<file path="src/rtl/card_pkg.sv">
// Shared types, constants and helpers for the blackjack round sequencer.
package card_pkg;

    localparam int MAX_CARDS = 9;

    typedef logic [3:0] card_t;
    typedef card_t [0:MAX_CARDS-1] hand_t;

    localparam card_t      CARD_EMPTY   = 4'd0;
    localparam card_t      ACE          = 4'd1;
    localparam card_t      KING         = 4'd13;
    localparam logic [6:0] DEALER_STAND = 7'd17;
    localparam logic [6:0] BLACKJACK    = 7'd21;

    typedef enum logic [1:0] {
        RES_NONE       = 2'd0,
        RES_PLAYER_WIN = 2'd1,
        RES_DEALER_WIN = 2'd2,
        RES_PUSH       = 2'd3
    } result_t;

    typedef enum logic [3:0] {
        ST_IDLE        = 4'd0,
        ST_DEAL_P0     = 4'd1,
        ST_DEAL_D0     = 4'd2,
        ST_DEAL_P1     = 4'd3,
        ST_DEAL_D1     = 4'd4,
        ST_PLAYER_TURN = 4'd5,
        ST_PLAYER_DRAW = 4'd6,
        ST_DEALER_TURN = 4'd7,
        ST_DEALER_DRAW = 4'd8,
        ST_RESULT      = 4'd9
    } deal_state_t;

    // SETTLE and DONE give the registered scores time to reflect a fresh commit.
    typedef enum logic [1:0] {
        PH_FETCH  = 2'd0,
        PH_WAIT   = 2'd1,
        PH_SETTLE = 2'd2,
        PH_DONE   = 2'd3
    } draw_phase_t;

    function automatic logic card_ok(input card_t v);
        return (v >= ACE) && (v <= KING);
    endfunction

    function automatic result_t round_result(input logic [6:0] p, input logic [6:0] d);
        if (d > BLACKJACK)
            return RES_PLAYER_WIN;
        else if (p > d)
            return RES_PLAYER_WIN;
        else if (p < d)
            return RES_DEALER_WIN;
        else
            return RES_PUSH;
    endfunction

endpackage

</file>
<file path="src/rtl/hand_score.sv">
// Best blackjack total of one hand: faces count 10, one ace may count 11.
module hand_score
    import card_pkg::*;
(
    input  hand_t      hand,
    output logic [6:0] score
);

    logic [6:0] sum;
    logic       has_ace;

    always_comb begin
        sum     = '0;
        has_ace = 1'b0;
        for (int i = 0; i < MAX_CARDS; i++) begin
            if (hand[i] > 4'd10)
                sum = sum + 7'd10;
            else
                sum = sum + {3'b000, hand[i]};
            if (hand[i] == ACE)
                has_ace = 1'b1;
        end
        score = (has_ace && (sum <= 7'd11)) ? sum + 7'd10 : sum;
    end

endmodule

</file>
<file path="src/rtl/card_deal_ctrl.sv">
// Sequences one blackjack round and owns both hand arrays; card values land
// in the arrays only on a frame_tick so the renderers never see a torn frame.
module card_deal_ctrl
    import card_pkg::*;
#(
    parameter int unsigned DEAL_DELAY = 6_500_000,
    parameter logic [15:0] LFSR_SEED  = 16'hACE1
)
(
    input  logic        clk,
    input  logic        rst,
    input  logic        start,
    input  logic        hit,
    input  logic        stand,
    input  logic        frame_tick,
    input  logic        inject_valid,
    input  logic [3:0]  inject_value,
    output logic [35:0] player_card_values,
    output logic [35:0] dealer_card_values,
    output logic [3:0]  player_count,
    output logic [3:0]  dealer_count,
    output logic [6:0]  player_score,
    output logic [6:0]  dealer_score,
    output logic        busy,
    output logic [1:0]  result,
    output logic [3:0]  state_dbg
);

    localparam logic [15:0] LFSR_MASK  = 16'hB400;
    localparam logic [31:0] DELAY_LAST = 32'(DEAL_DELAY - 1);
    localparam logic [3:0]  MAX_CNT    = 4'(MAX_CARDS);

    deal_state_t state, state_nx;
    draw_phase_t phase, phase_nx;
    result_t     result_q, result_nx;

    logic [15:0] lfsr;
    logic [31:0] delay_cnt;
    logic        first_deal;
    card_t       draw_val;
    card_t       cand;

    hand_t       p_hand, d_hand;
    logic [3:0]  p_cnt, d_cnt;
    logic [6:0]  p_score_c, d_score_c;
    logic [6:0]  p_score_q, d_score_q;

    logic        commit, clear_hands, load_val;
    logic        to_player, delay_ok;

    hand_score u_player_score (.hand(p_hand), .score(p_score_c));
    hand_score u_dealer_score (.hand(d_hand), .score(d_score_c));

    assign cand      = inject_valid ? inject_value : lfsr[3:0];
    assign delay_ok  = first_deal || (delay_cnt >= DELAY_LAST);
    assign to_player = (state == ST_DEAL_P0) || (state == ST_DEAL_P1) ||
                       (state == ST_PLAYER_DRAW);

    // Handshake: start, hit, stand and frame_tick are single-cycle pulses with
    // no back-pressure; a pulse not accepted in the cycle it arrives is dropped.
    always_comb begin
        state_nx    = state;
        phase_nx    = phase;
        result_nx   = result_q;
        commit      = 1'b0;
        clear_hands = 1'b0;
        load_val    = 1'b0;
        unique case (state)
            ST_IDLE, ST_RESULT: begin
                if (start) begin
                    clear_hands = 1'b1;
                    result_nx   = RES_NONE;
                    state_nx    = ST_DEAL_P0;
                    phase_nx    = PH_FETCH;
                end
            end
            ST_PLAYER_TURN: begin
                if (p_score_q == BLACKJACK) begin
                    state_nx = ST_DEALER_TURN;
                end else if (hit && (p_cnt < MAX_CNT)) begin
                    state_nx = ST_PLAYER_DRAW;
                    phase_nx = PH_FETCH;
                end else if (stand || (p_cnt == MAX_CNT)) begin
                    state_nx = ST_DEALER_TURN;
                end
            end
            ST_DEALER_TURN: begin
                if ((d_score_q < DEALER_STAND) && (d_cnt < MAX_CNT)) begin
                    state_nx = ST_DEALER_DRAW;
                    phase_nx = PH_FETCH;
                end else begin
                    state_nx  = ST_RESULT;
                    result_nx = round_result(p_score_q, d_score_q);
                end
            end
            default: begin
                unique case (phase)
                    PH_FETCH: begin
                        if (card_ok(cand)) begin
                            load_val = 1'b1;
                            phase_nx = PH_WAIT;
                        end
                    end
                    PH_WAIT: begin
                        if (frame_tick && delay_ok) begin
                            commit   = 1'b1;
                            phase_nx = PH_SETTLE;
                        end
                    end
                    PH_SETTLE: phase_nx = PH_DONE;
                    PH_DONE: begin
                        phase_nx = PH_FETCH;
                        unique case (state)
                            ST_DEAL_P0: state_nx = ST_DEAL_D0;
                            ST_DEAL_D0: state_nx = ST_DEAL_P1;
                            ST_DEAL_P1: state_nx = ST_DEAL_D1;
                            ST_DEAL_D1: state_nx = ST_PLAYER_TURN;
                            ST_PLAYER_DRAW: begin
                                if (p_score_q > BLACKJACK) begin
                                    state_nx  = ST_RESULT;
                                    result_nx = RES_DEALER_WIN;
                                end else begin
                                    state_nx = ST_PLAYER_TURN;
                                end
                            end
                            default: state_nx = ST_DEALER_TURN;
                        endcase
                    end
                    default: phase_nx = PH_FETCH;
                endcase
            end
        endcase
    end

    always_ff @(posedge clk) begin
        if (rst) begin
            state      <= ST_IDLE;
            phase      <= PH_FETCH;
            result_q   <= RES_NONE;
            lfsr       <= LFSR_SEED;
            delay_cnt  <= '0;
            first_deal <= 1'b0;
            draw_val   <= CARD_EMPTY;
            p_score_q  <= '0;
            d_score_q  <= '0;
        end else begin
            state     <= state_nx;
            phase     <= phase_nx;
            result_q  <= result_nx;
            lfsr      <= lfsr[0] ? ((lfsr >> 1) ^ LFSR_MASK) : (lfsr >> 1);
            p_score_q <= p_score_c;
            d_score_q <= d_score_c;
            if (load_val)
                draw_val <= cand;
            // Saturates so a long idle period cannot wrap and re-arm the wait.
            if (commit)
                delay_cnt <= '0;
            else if (delay_cnt < DELAY_LAST)
                delay_cnt <= delay_cnt + 32'd1;
            if (clear_hands)
                first_deal <= 1'b1;
            else if (commit)
                first_deal <= 1'b0;
        end
    end

    always_ff @(posedge clk) begin
        if (rst || clear_hands) begin
            for (int i = 0; i < MAX_CARDS; i++) begin
                p_hand[i] <= CARD_EMPTY;
                d_hand[i] <= CARD_EMPTY;
            end
            p_cnt <= '0;
            d_cnt <= '0;
        end else if (commit) begin
            if (to_player) begin
                for (int i = 0; i < MAX_CARDS; i++)
                    if (p_cnt == 4'(i))
                        p_hand[i] <= draw_val;
                p_cnt <= p_cnt + 4'd1;
            end else begin
                for (int i = 0; i < MAX_CARDS; i++)
                    if (d_cnt == 4'(i))
                        d_hand[i] <= draw_val;
                d_cnt <= d_cnt + 4'd1;
            end
        end
    end

    // Slot 0 sits in the least significant nibble.
    for (genvar g = 0; g < MAX_CARDS; g++) begin : g_slots
        assign player_card_values[4*g +: 4] = p_hand[g];
        assign dealer_card_values[4*g +: 4] = d_hand[g];
    end

    assign player_count = p_cnt;
    assign dealer_count = d_cnt;
    assign player_score = p_score_q;
    assign dealer_score = d_score_q;
    assign busy         = (state != ST_IDLE) && (state != ST_RESULT);
    assign result       = result_q;
    assign state_dbg    = state;

endmodule
</file>
<file path="config.mk">
export PLATFORM = sky130hd
export DESIGN_NAME = card_deal_ctrl
export DESIGN_NICKNAME = d
export VERILOG_FILES = /design/src/rtl/card_pkg.sv /design/src/rtl/hand_score.sv /design/src/rtl/card_deal_ctrl.sv
export SDC_FILE = /design/constraint.sdc
export NUM_CORES = 1
export LEC_CHECK = 0
export ABC_AREA = 1
export BUFFER_PORTS_ARGS = -buffer_cell sky130_fd_sc_hd__buf_2
export CAP_MARGIN = 20
export CORE_MARGIN = 2
export CORE_UTILIZATION = 60
export DETAILED_ROUTE_END_ITERATION = 6
export PLACE_DENSITY = 0.9
export SETUP_SLACK_MARGIN = 0.5
export SLEW_MARGIN = 5
export SYNTH_ARGS = -nofsm -noshare
export SYNTH_HDL_FRONTEND = slang
export SYNTH_SLANG_ARGS = --single-unit
</file>
<file path="constraint.sdc">
create_clock -name clk -period 11.1 [get_ports clk]
set_clock_uncertainty 0.05 [all_clocks]
set_input_delay 2.22 -clock clk [delete_from_list [all_inputs] [get_ports clk]]
set_output_delay 2.22 -clock clk [all_outputs]
set_load 0.01 [all_outputs]
</file>
==> results.sh, run 1 <==
export IMPL_status="finished, final reports clean"
export IMPL_synthArstFlopShare=0
export IMPL_max_slew_worst_pin_slew_ps=1070
export IMPL_layout_setup_ws_ps=2100
export IMPL_detail_routed_net_length_per_standard_cell_um=14.0
export IMPL_grt_pass1_vias=10700
export IMPL_core_rowCount=51
export IMPL_setup_viol_count_final=0
export IMPL_clock_fmax_mhz=111
export IMPL_cp_required_ps=11340
export IMPL_synthesis_area_sq_mm=0.0117
export IMPL_holdPathEnd="lfsr[9]"
export IMPL_hold_path_startpoint="lfsr[10]"
export IMPL_synth_xor_area_frac=0.0222
export IMPL_worstHoldPathCells=2
export IMPL_top_fanout_value_on_the_critical_path=6
export IMPL_root_buffer="clkbuf_16"
export IMPL_timing_final_crit_period_ps=9000
export IMPL_ctsLongestPathBuffers=2
export IMPL_cts_repair_resize_count=0
export IMPL_n_fill_cell=1579
export IMPL_yosys_cell_types_count=58
export IMPL_synth_warning_count=0
export IMPL_layout_drive_gt1_share=0.147
export IMPL_avgSynthCellArea_sq_um=6.85
export IMPL_critical_path_endpoint_type="register"
export IMPL_setup_worst_path_start="player_card_values[2]"
export IMPL_core_area_sq_mm=0.0193
export IMPL_leakagePower_nw=6.28
export IMPL_regToRegStartpoint="player_card_values[2]"
export IMPL_critPathArrivalTime_ps=9240
export IMPL_ctsHtreeMaxLevel=4
export IMPL_drt_first_iter_violations=685
export IMPL_synth_mux_area_frac=0
export IMPL_setup_repair_after_global_routing_missed_its_margin="no"
export IMPL_max_stage_delay_ps=470
export IMPL_pre_cts_slack_ps=2380
export IMPL_dp_cells=2067
export IMPL_drt_wl_total_mm=29.5
export IMPL_antenna_found_initial=0
export IMPL_class_of_the_tightest_hold_or_removal_check="reg2reg"
export IMPL_globalRouteTotalUtil=0.288
export IMPL_final_instance_count_excl_fill=2099
export IMPL_clkSlewWorstSetupHoldPaths_ps=70
export IMPL_cts_buffers=17
export IMPL_tns_setup_ps=0
export IMPL_worst_slew_margin_rel=0.282
export IMPL_flow_area_growth_from_synthesis_pct=11.9
export IMPL_insertedDiodeCount=0
export IMPL_worstReg2RegEnd="player_score[2]"
export IMPL_tritoncts_num_sinks=155
export IMPL_io_buffer_count=111
export IMPL_ctsHoldBuffers=0
export IMPL_cpMostUsedCell="nand2_1"
export IMPL_gpl_final_weighted_congestion=0.930
export IMPL_drt_antenna_violating_nets=0
export IMPL_syn_nets=1854
export IMPL_worstSetupPathType="reg2reg"
export IMPL_remaining_drc_errors=0
export IMPL_gr_total_overflow=0
export IMPL_final_period_utilization=0.811
export IMPL_synth_top_family_by_area="simple AND/OR/NAND/NOR gates"
export IMPL_ioPinCount=112
export IMPL_synth_enable_flop_cells=0
export IMPL_num_nets_final=1961
export IMPL_regArea_sq_mm=0.00310
export IMPL_cts_repair_timing_setup_buffer_count=0
export IMPL_vias_per_cell=5.56
export IMPL_timing_hold_ws_ps=356
export IMPL_cts_tree="built"
export IMPL_largest_net_degree_at_the_start_of_global_routing=81
export IMPL_synth_compound_area_frac=0.175
export IMPL_crit_slowest_cell="fa_1"
export IMPL_timing_final_max_slew_violations=0
export IMPL_power_density_mw_per_mm2=114
export IMPL_die_w_um=144
export IMPL_cap_viol_max_count=0
export IMPL_vdd_drop_max_uv=102
export IMPL_start_util=0.608
export IMPL_clk_insertion_delay_late_ps=440
export IMPL_layout_utilization=0.680
export IMPL_vias=11700
export IMPL_first_pass_iters=6
export IMPL_ff2ff_path_depth=55
export IMPL_synth_ff_type="dfxtp_1"
export IMPL_synth_simple_area_share=0.300
export IMPL_synthAdderAreaFrac=0.146
export IMPL_yosysSeqAreaShare=0.264
export IMPL_multiInputGateArea_sq_mm=0.00756
export IMPL_setup_worst_path_start_class="register"
export IMPL_wire_length_of_the_first_global_routing_pass_mm=48.7
export IMPL_synthesis_instances=1714
export IMPL_die_height_um=144
export IMPL_ys_ff_latch=155
export IMPL_dp_hpwl_mm=22.4
export IMPL_regToRegSetupSlack_ps=2100
export IMPL_finalHoldViolations=0
export IMPL_die_ar_sq_mm=0.0207
how the worst max path moves through the flow:
stage / to / slack, ps / cells after the start
floorplan: player_score[1] / 3170 / 55
global placement: player_score[3] / 2770 / 46
detailed placement: player_score[2] / 2380 / 55
CTS: player_score[2] / 2180 / 55
global route: player_score[2] / 1430 / 51
finish: player_score[2] / 2100 / 55
synthesized netlist by cell type (8+ instances only):
cell type	number	area (sq um)
nor3_1	35	175
nand4_1	37	231
nand2_2	29	181
o21ai_2	13	114
o21ai_0	135	676
o211ai_1	9	67.6
nor2_2	8	50.1
a31oi_1	14	87.6
nor2_1	173	649
nand3_1	93	465
ha_1	115	1440
dfxtp_1	155	3100
nand3b_1	10	75.1
a211oi_1	10	75.1
xnor2_1	12	105
o21ai_1	9	45.0
clkbuf_1	22	82.6
a21oi_1	149	746
or2_2	17	106
fa_1	14	280
xor2_1	14	123
nand3_2	16	160
nand2_1	294	1100
inv_2	21	78.8
inv_1	239	897
layout by cell type, fill, tap and decap left out, types with 21 or more instances in the layout:
master and n:
a21oi_1 149, buf_2 111, dfxtp_1 155, ha_1 115, inv_1 239, inv_2 21
nand2_1 294, nand2_2 29, nand3_1 93, nand4_1 37, nor2_1 172, nor3_1 35
o21ai_0 135
registers in the layout, summed over array words and instances (netlist names):
signal              cells
player_count            4
dealer_count            4
phase                   2
state_dbg               4
player_score            7
result                  2
lfsr                   16
delay_cnt              32
dealer_card_values     36
player_card_values     36
dealer_score            7
draw_val                4
first_deal              1
layer usage:
| metal | share of wire | GRT usage | wire, um |
|---|---|---|---|
| met1 | 0.42 | 0.348 | 12500 |
| met4 | 0.032 | 0.121 | 929 |
| met3 | 0.051 | 0.0420 | 1510 |
| met2 | 0.49 | 0.510 | 14500 |
| met5 | 0 | 0 | 0 |
stage by stage:
step / area (sq um) / power (mW)
2_1_floorplan: 11700 / 0.834
6_report: 13100 / 1.50
5_1_grt: 13100 / 1.57
4_1_cts: 13100 / 1.50
3_3_place_gp: 12600 / 0.918
3_5_place_dp: 12600 / 0.928
critical path, delay by kind of cell, from the launching register on:
family                     cells  cell delay, ps
and+or+nand+nor               26            2870
xor gates and xnor gates       1             120
buffers and inverters          9             680
adders and majority gates      9            2830
AOI/OAI and AO/OA             10            1980
DFF                            1             320
area by class of cell:
type                            instances  area share
Multi-Input combinational cell       1269       0.575
Clock buffer                           18      0.0334
Inverter                              266      0.0759
Clock inverter                         14      0.0114
Sequential cell                       155       0.236
Timing Repair Buffer                  112      0.0428
Tap cell                              265      0.0252
power by group:
group | internal [mW] | switching [mW]
sequential | 0.585 | 0.0190
combinational | 0.0901 | 0.225
clock | 0.324 | 0.259
total | 0.999 | 0.503
kinds of logic (layout without fill, tap and decap cells):
logic type,count (synthesis),after routing
AND/OR/NAND/NOR,746,746
buffers and inverters,290,410
AO/OA/AOI/OAI,366,366
flip-flops,155,155
XOR/XNOR,28,28
adder cells (fa/ha/maj),129,129
No activity file was read; power rests on OpenSTA's default activity.
==> inputs of run 2 (changes only) <==
--- a/config.mk
+++ b/config.mk
@@ -9,9 +9,9 @@
 export BUFFER_PORTS_ARGS = -buffer_cell sky130_fd_sc_hd__buf_2
 export CAP_MARGIN = 20
 export CORE_MARGIN = 2
-export CORE_UTILIZATION = 60
+export CORE_UTILIZATION = 55
 export DETAILED_ROUTE_END_ITERATION = 6
-export PLACE_DENSITY = 0.9
+export PLACE_DENSITY = 0.87
 export SETUP_SLACK_MARGIN = 0.5
 export SLEW_MARGIN = 5
 export SYNTH_ARGS = -nofsm -noshare
==> constraint.sdc (replaced) <==
create_clock -name clk -period 7.55 [get_ports clk]
set_clock_uncertainty 0.05 [all_clocks]
set_input_delay 1.51 -clock clk [delete_from_list [all_inputs] [get_ports clk]]
set_output_delay 1.51 -clock clk [all_outputs]
set_load 0.01 [all_outputs]
==> run 2 against run 1 <==
The run now ends with negative setup slack left; largest cell class unchanged; clock-buffer cell count unchanged; core utilization rose by 4.1 points; sequential power increased by 48%; power up 52%; final area up 15%; hold slack better by 3.9 ps; via count increased by 11%; critical path depth is 13 lower.
==> results.sh, run 2 (synthesis gave the netlist of run 1 again) <==
export IMPL_most_common_layout_cells="nand2_1 (264), inv_1 (205), nor2_1 (156)"
export IMPL_drt_wl_total_mm=36.7
export IMPL_timing_final_max_slew_violations=0
export IMPL_globalRouteTotalUtil=0.296
export IMPL_first_pass_iters=6
export IMPL_vdd_drop_max_uv=195
export IMPL_critPathArrivalTime_ps=7950
export IMPL_vias=13000
export IMPL_critical_path_endpoint_type="register"
export IMPL_final_common_cell="nand2_1"
export IMPL_pre_cts_slack_ps=-269
export IMPL_max_stage_delay_ps=540
export IMPL_finalHoldViolations=0
export IMPL_clock_fmax_mhz=130
export IMPL_layout_utilization=0.721
export IMPL_die_height_um=150
export IMPL_cts_buffers=17
export IMPL_final_period_utilization=1.02
export IMPL_start_util=0.559
export IMPL_max_slew_worst_pin_slew_ps=1110
export IMPL_insertedDiodeCount=0
export IMPL_class_of_the_tightest_hold_or_removal_check="reg2reg"
export IMPL_layout_setup_ws_ps=-158
export IMPL_gr_total_overflow=0
export IMPL_detail_routed_net_length_per_standard_cell_um=16.6
export IMPL_grt_pass1_vias=11800
export IMPL_drt_antenna_violating_nets=0
export IMPL_die_w_um=150
export IMPL_antenna_found_initial=0
export IMPL_n_fill_cell=1425
export IMPL_core_rowCount=53
export IMPL_setup_worst_path_start="dealer_card_values[2]"
export IMPL_ctsLongestPathBuffers=2
export IMPL_cp_required_ps=7790
export IMPL_io_buffer_count=111
export IMPL_die_ar_sq_mm=0.0225
export IMPL_cap_viol_max_count=0
export IMPL_top_fanout_value_on_the_critical_path=5
export IMPL_timing_hold_ws_ps=360
export IMPL_root_buffer="clkbuf_16"
export IMPL_hold_path_startpoint="lfsr[12]"
export IMPL_ctsHoldBuffers=0
export IMPL_leakagePower_nw=6.92
export IMPL_core_area_sq_mm=0.0210
export IMPL_timing_final_crit_period_ps=7710
export IMPL_cpMostUsedCell="nand2_2"
export IMPL_worstSetupPathType="reg2reg"
export IMPL_regToRegStartpoint="dealer_card_values[2]"
export IMPL_dp_hpwl_mm=23.5
export IMPL_tritoncts_num_sinks=155
export IMPL_clkSlewWorstSetupHoldPaths_ps=70
export IMPL_cts_tree="built"
export IMPL_vias_per_cell=5.88
export IMPL_status="finished with violations"
export IMPL_failing_checks="negative setup slack"
export IMPL_power_density_mw_per_mm2=151
export IMPL_ioPinCount=112
export IMPL_worst_slew_margin_rel=0.256
export IMPL_setup_repair_after_global_routing_missed_its_margin="yes"
export IMPL_ctsHtreeMaxLevel=4
export IMPL_layout_drive_gt1_share=0.293
export IMPL_flow_area_growth_from_synthesis_pct=29.0
export IMPL_num_nets_final=2059
export IMPL_setup_worst_path_start_class="register"
export IMPL_wire_length_of_the_first_global_routing_pass_mm=54.4
export IMPL_drt_first_iter_violations=961
export IMPL_remaining_drc_errors=0
export IMPL_largest_net_degree_at_the_start_of_global_routing=81
export IMPL_setup_viol_count_final=8
export IMPL_gpl_final_weighted_congestion=0.983
export IMPL_crit_slowest_cell="fa_2"
export IMPL_clk_insertion_delay_late_ps=430
==> run 2: path summary, 6_finish.rpt <==
kind | endpoint | slack, ps | cells after the start
max | dealer_score[3] | -160 | 42
max reg2reg | dealer_score[3] | -160 | 42
min | lfsr[11] | 360 | 1
min reg2reg | lfsr[11] | 360 | 1
==> run 2: metal layers <==
layer / GRT usage / part of all wire
met5: 0 / 0
met2: 0.519 / 0.49
met4: 0.146 / 0.053
met3: 0.0409 / 0.069
met1: 0.354 / 0.39
==> run 2: repair_timing <==
action                     4_1_cts  5_1_grt
gates resized for setup         75      100
pin swaps                       88       77
buffers inserted                59       28
setup endpoints to repair       12       12
==> run 2: critical path, delay by kind of cell (launching register included) <==
kind,cells,cell delay [ps]
XOR/XNOR,1,170
AND/OR/NAND/NOR,18,1910
flip-flops,1,360
adder cells (fa/ha/maj),10,3930
AO/OA/AOI/OAI,8,920
buffers and inverters,5,230
==> run 2: cell type report <==
class,count,area [sq um],area share
clock buffer,18,429,0.0283
clock inverter,14,183,0.0121
inverter,266,1010,0.0666
multi-input combinational,1269,8730,0.576
sequential,155,3120,0.206
tap,275,344,0.0227
timing repair buffer,210,1340,0.0884
==> run 2: stage by stage <==
| stage | instances | TNS (ps) | instance area [sq um] | power (mW) |
|---|---|---|---|---|
| global placement | 2088 | 0 | 13100 | 1.37 |
| floorplan | 1714 | 0 | 12200 | 1.23 |
| finish | 2207 | -1090 | 15200 | 2.29 |
| detailed placement | 2088 | -1310 | 13100 | 1.38 |
| CTS | 2179 | 0 | 14500 | 2.27 |
| global route | 2207 | -4590 | 15200 | 2.39 |
==> run 2: power by group <==
part	leakage (nW)	switching, mW	internal, mW
registers	1.26	0.0321	0.860
clock network	0.294	0.383	0.503
logic	5.36	0.364	0.145
total	6.92	0.779	1.51
